==> config.mk <==
export PLATFORM = sky130hd
export DESIGN_NAME = sipo_deserializer
export DESIGN_NICKNAME = d
export VERILOG_FILES = /design/src/rtl/sipo_deserializer.sv
export SDC_FILE = /design/constraint.sdc
export NUM_CORES = 1
export LEC_CHECK = 0
export CELL_PAD_IN_SITES_DETAIL_PLACEMENT = 1
export CELL_PAD_IN_SITES_GLOBAL_PLACEMENT = 2
export CORE_MARGIN = 1
export CORE_UTILIZATION = 35
export DETAILED_ROUTE_END_ITERATION = 16
export PLACE_DENSITY = 0.78
export SLEW_MARGIN = 5
export SYNTH_ARGS = -nofsm -noshare
export SYNTH_HDL_FRONTEND = slang
export SYNTH_SLANG_ARGS = --single-unit
==> constraint.sdc <==
create_clock -name clock -period 4.8 [get_ports clock]
set_input_delay 0.96 -clock clock [delete_from_list [all_inputs] [get_ports clock]]
set_output_delay 0.96 -clock clock [all_outputs]
set_load 0.01 [all_outputs]
==> src/rtl/sipo_deserializer.sv <==
// ---------------------------------------------------------------------------
// sipo_deserializer
//
// Assembles WIDTH-bit words from a gated serial bit stream and presents them
// through a ready/valid holding register. A word completed while the holding
// register still holds an unconsumed word is dropped and flagged in a sticky
// overrun bit. frame_start resynchronises the word boundary.
//
// Parameters
//   WIDTH      word length in bits (2..32)
//   MSB_FIRST  1: first received bit lands in out[WIDTH-1]
//              0: first received bit lands in out[0]
//
// Ports
//   clock        in   rising-edge clock
//   clear        in   asynchronous active-high reset
//   data_in      in   serial data bit, sampled when data_valid=1
//   data_valid   in   bit strobe, one bit accepted per clock
//   frame_start  in   word-boundary marker, discards any partial word
//   out          out  completed word (holding register)
//   out_valid    out  holding register contains an unconsumed word
//   out_ready    in   downstream accepts the word when out_valid=1
//   busy         out  partial word in progress
//   overrun      out  sticky: a completed word was dropped
//   overrun_clr  in   synchronous clear of overrun
// ---------------------------------------------------------------------------
module sipo_deserializer #(
    parameter int WIDTH     = 8,
    parameter bit MSB_FIRST = 1'b1
) (
    input  logic             clock,
    input  logic             clear,
    input  logic             data_in,
    input  logic             data_valid,
    input  logic             frame_start,
    output logic [WIDTH-1:0] out,
    output logic             out_valid,
    input  logic             out_ready,
    output logic             busy,
    output logic             overrun,
    input  logic             overrun_clr
);

    localparam int             CW   = $clog2(WIDTH);
    localparam logic [CW-1:0] LAST = CW'(WIDTH - 1);

    typedef enum logic {
        IDLE  = 1'b0,   // cnt == 0
        SHIFT = 1'b1    // 0 < cnt < WIDTH
    } state_t;

    state_t            state, state_next;
    logic [CW-1:0]     cnt, cnt_next;
    logic [WIDTH-1:0]  sh, sh_next;
    logic [WIDTH-1:0]  out_next;
    logic              out_valid_next;
    logic              overrun_next;

    logic [WIDTH-1:0]  word;      // sh with the current data_in shifted in
    logic              complete;  // this edge accepts the WIDTH-th bit
    logic              transfer;  // downstream takes the held word this edge
    logic              drop;      // completed word has nowhere to go
    logic              load;      // completed word enters the holding register

    // Shift direction fixes where the first bit of a word ends up.
    always_comb begin
        if (MSB_FIRST) word = {sh[WIDTH-2:0], data_in};
        else           word = {data_in, sh[WIDTH-1:1]};
    end

    assign transfer = out_valid & out_ready;

    // -----------------------------------------------------------------------
    // State register
    // -----------------------------------------------------------------------
    // NOTE: sequential state uses non-blocking assignments so every register
    // samples pre-edge values; the shift register is small enough to reset
    // along with everything else, so no power-up garbage ever reaches out.
    always_ff @(posedge clock or posedge clear) begin
        if (clear) begin
            state     <= IDLE;
            cnt       <= '0;
            sh        <= '0;
            out       <= '0;
            out_valid <= 1'b0;
            overrun   <= 1'b0;
        end else begin
            state     <= state_next;
            cnt       <= cnt_next;
            sh        <= sh_next;
            out       <= out_next;
            out_valid <= out_valid_next;
            overrun   <= overrun_next;
        end
    end

    // -----------------------------------------------------------------------
    // Next-state logic
    // -----------------------------------------------------------------------
    // NOTE: every variable gets a default at the top of the block so no path
    // leaves it unassigned and no latch is inferred.
    always_comb begin
        state_next = state;
        cnt_next   = cnt;
        sh_next    = sh;
        complete   = 1'b0;

        case (state)
            IDLE: begin
                // With cnt already 0, frame_start changes nothing here.
                if (data_valid) begin
                    sh_next    = word;
                    cnt_next   = CW'(1);
                    state_next = SHIFT;
                end
            end
            SHIFT: begin
                if (data_valid) begin
                    sh_next = word;
                    if (frame_start) begin
                        // Resync: this bit starts a fresh word. Stale bits in
                        // sh are shifted out before the word can complete.
                        cnt_next = CW'(1);
                    end else if (cnt == LAST) begin
                        cnt_next   = '0;
                        state_next = IDLE;
                        complete   = 1'b1;
                    end else begin
                        cnt_next = cnt + CW'(1);
                    end
                end else if (frame_start) begin
                    cnt_next   = '0;
                    state_next = IDLE;
                end
            end
            default: begin
                cnt_next   = '0;
                state_next = IDLE;
            end
        endcase
    end

    // Holding register and overrun flag. A transfer on the completion edge
    // frees the slot in time for the new word.
    always_comb begin
        drop           = complete & out_valid & ~transfer;
        load           = complete & ~drop;
        out_next       = out;
        out_valid_next = out_valid;
        overrun_next   = overrun;

        if (load) begin
            out_next       = word;
            out_valid_next = 1'b1;
        end else if (transfer) begin
            out_valid_next = 1'b0;
        end

        // A new drop outranks a simultaneous clear request.
        if (drop)             overrun_next = 1'b1;
        else if (overrun_clr) overrun_next = 1'b0;
    end

    // -----------------------------------------------------------------------
    // Output decode
    // -----------------------------------------------------------------------
    always_comb begin
        busy = (cnt != '0);
    end

endmodule
==> flow_summary.yaml <==
outcome:
  status: "finished clean"
drt:
  vias: 543
  wl_per_cell_um: 13.3
  post-route-drc-count: 0
  firstDrtPassIters: 1
  avgViaCountPerCell: 4.94
  detail-route-antenna-nets: 0
  dr.first_iter.drc_count: 0
  routed_wl_um: 1470
clocking:
  clockRootBuffer: "clkbuf_4"
  post_cts_buffers: 0
  worstSkewPairLatency_ns: 0.30
  postCtsResizedCells: 0
  clockBufferDepth: 2
  cts_max_level: 1
  clk_pin_slew_worst_paths_ns: 0.11
  cts_tree: "yes"
  cts_hold_buf: 0
  clock_sinks: 21
  numCtsBuffers: 3
synth:
  async_flop_share_pct: 100
  yosysTopAreaCellShare_pct: 59.8
  ys_seq_elements: 21
  synth_cell_types: 20
  avgSynthCellArea_um2: 13.9
  synth_top_area_cell: "dfrtp_1"
  synth-seq-area-share_pct: 59.8
  yosys_warnings: 0
  syn_inst: 63
  synth_fp_nets: 73
  synthTopCellsByArea: "dfrtp_1 (60%), mux2_2 (18%), ha_1 (4.3%)"
  synth_edf_count: 0
  synth_common_cells: "dfrtp_1 (21), mux2_2 (14), inv_1 (5)"
  synthesis.area_um2: 878
  synthFlopType: "dfrtp_1"
  yosysMostFrequentCell: "dfrtp_1"
floorplan:
  num_rows: 17
  core_region_area_um2: 2300
  dieWidth_um: 52.1
  dieArea_um2: 2710
  die_h_um: 52.1
  io_pins: 18
  start_util_pct: 38.2
layout:
  fill_cells: 249
  fin_nets: 93
  area_delta_synth_final_pct: 24.9
  layout-drive-gt1-share_pct: 22.0
  postLayoutCellArea_um2: 1100
  n_antenna_cell: 0
global_route:
  grt_pass1_vias: 581
  track_usage_pct: 14.2
  antenna_found_initial: 0
  grt-ovfl-total: 0
  grt_pass1_wl_um: 2710
  grt_max_degree: 22
pwr:
  p_leak_uw: 0.000518
  peakVddDrop_v: 0.000171
  powerDensity_nw_per_um2: 307
worst_hold_path:
  hold_class: "register to register"
  hold_start: "cnt[1]"
critical_path:
  cp_max_fo: 15
  endpoint_kind: "register"
  crit_required_ns: 4.99
  reg2reg_from: "cnt[0]"
  startpoint_type: "input pin"
  cp_data_arrival_time_ns: 3.06
  max_stage_delay_ns: 0.82
  critPathBufInv: 1
  regToRegSetupSlack_ns: 2.69
  cp_cell_sequence: "clkdlybuf4s50_1, nand4b_2, nor2b_1, mux2_2"
  startpoint: "data_valid"
  cp_slowest_cell: "clkdlybuf4s50_1"
  worst_path_dominant_cell_family: "simple AND/OR/NAND/NOR gates"
  critPathKind: "input pin to register"
sta:
  max_freq_mhz: 349
  rsz0062_at_grt: "false"
  worst_pin_slew_ns: 0.801
  fin_crit_ns: 2.86
  max_slew_margin_pct: 46.5
  hold_viol: 0
  setup_viol: 0
  fin_worst_skew_ns: 0.00198
  tns_ns: 0
  fin_hold_ws_ns: 0.512
  slew_viol_final: 0
  post-route-period-util_pct: 59.7
place:
  place_hpwl_um: 1110
  port_buffers: 17
  placedInstanceArea_um2: 1070
  gp_congestion: 0.678
run:
  maxCapViolCount: 0
## stage by stage
stage	worst slack [ns]	utilization, %	std cells	power, uW
floorplan	2.91	-	63	237
global placement	1.61	46.6	106	256
detailed placement	1.55	46.6	106	259
CTS	1.89	47.8	110	346
global route	1.83	47.8	110	360
finish	1.94	47.8	110	337
## power by group
| part | internal [uW] | switching [uW] |
|---|---|---|
| registers | 196 | 13.5 |
| clock network | 32.3 | 51.1 |
| logic | 27.4 | 17.2 |
## flip-flops by register name (all words and copies together) (netlist names)
signal     flops
out            8
sh             7
cnt            3
out_valid      1
overrun        1
state          1
## area by class of cell
class                      count  area, um2  area share [%]
clock buffer                   4       26.3            2.39
sequential                    21        526            47.9
inverter                       5       18.8            1.71
tap                           28       35.0            3.19
timing repair buffer          17        170            15.5
multi-input combinational     35        322            29.3
## cells by family after synthesis
kind of cell / Yosys count / share of synthesized area (%)
buffers and inverters: 7 / 3.56
AND/OR/NAND/NOR: 10 / 7.41
AO/OA/AOI/OAI: 7 / 5.70
multiplexers: 15 / 19.2
adder cells (fa/ha/maj): 3 / 4.27
flip-flops: 21 / 59.8
## tightest hold or removal path: cells and delay by family, from the launching register on
kind | cells | cell delay (ns)
DFF | 1 | 0.38
and+or+nand+nor | 2 | 0.11
## layer usage
metal / up-vias / wire length [um] / GRT usage (%)
met5: - / 0 / 0
met4: 0 / 0 / 6.76
met3: 0 / 38 / 3.51
met2: 7 / 741 / 21.8
met1: 277 / 686 / 18.6
li1: 259 / - / -
## final timing paths
kind                          end  depth (start not counted)
max                        out[6]                          4
min                        cnt[1]                          2
max reg2reg                out[6]                          5
min reg2reg                cnt[1]                          2
max in group asynchronous   sh[5]                          2
min in group asynchronous  out[3]                          2
## cell usage in the layout, fill, tap and decap left out
master,Yosys,final
a21boi_0,1,1
a21oi_1,1,1
a2bb2oi_1,1,1
a32o_1,1,1
clkbuf_1,0,1
clkbuf_4,0,3
clkdlybuf4s50_1,0,17
dfrtp_1,21,21
ha_1,3,3
inv_1,5,5
mux2_1,1,1
mux2_2,14,14
nand2_1,3,3
nand2b_1,2,2
nand3b_1,1,1
nand4_1,1,1
nand4b_2,1,1
nor2b_1,2,2
o21a_1,1,1
o21ai_0,1,1
o22ai_1,1,1
Note: power is estimated with default switching activity, not from simulation.
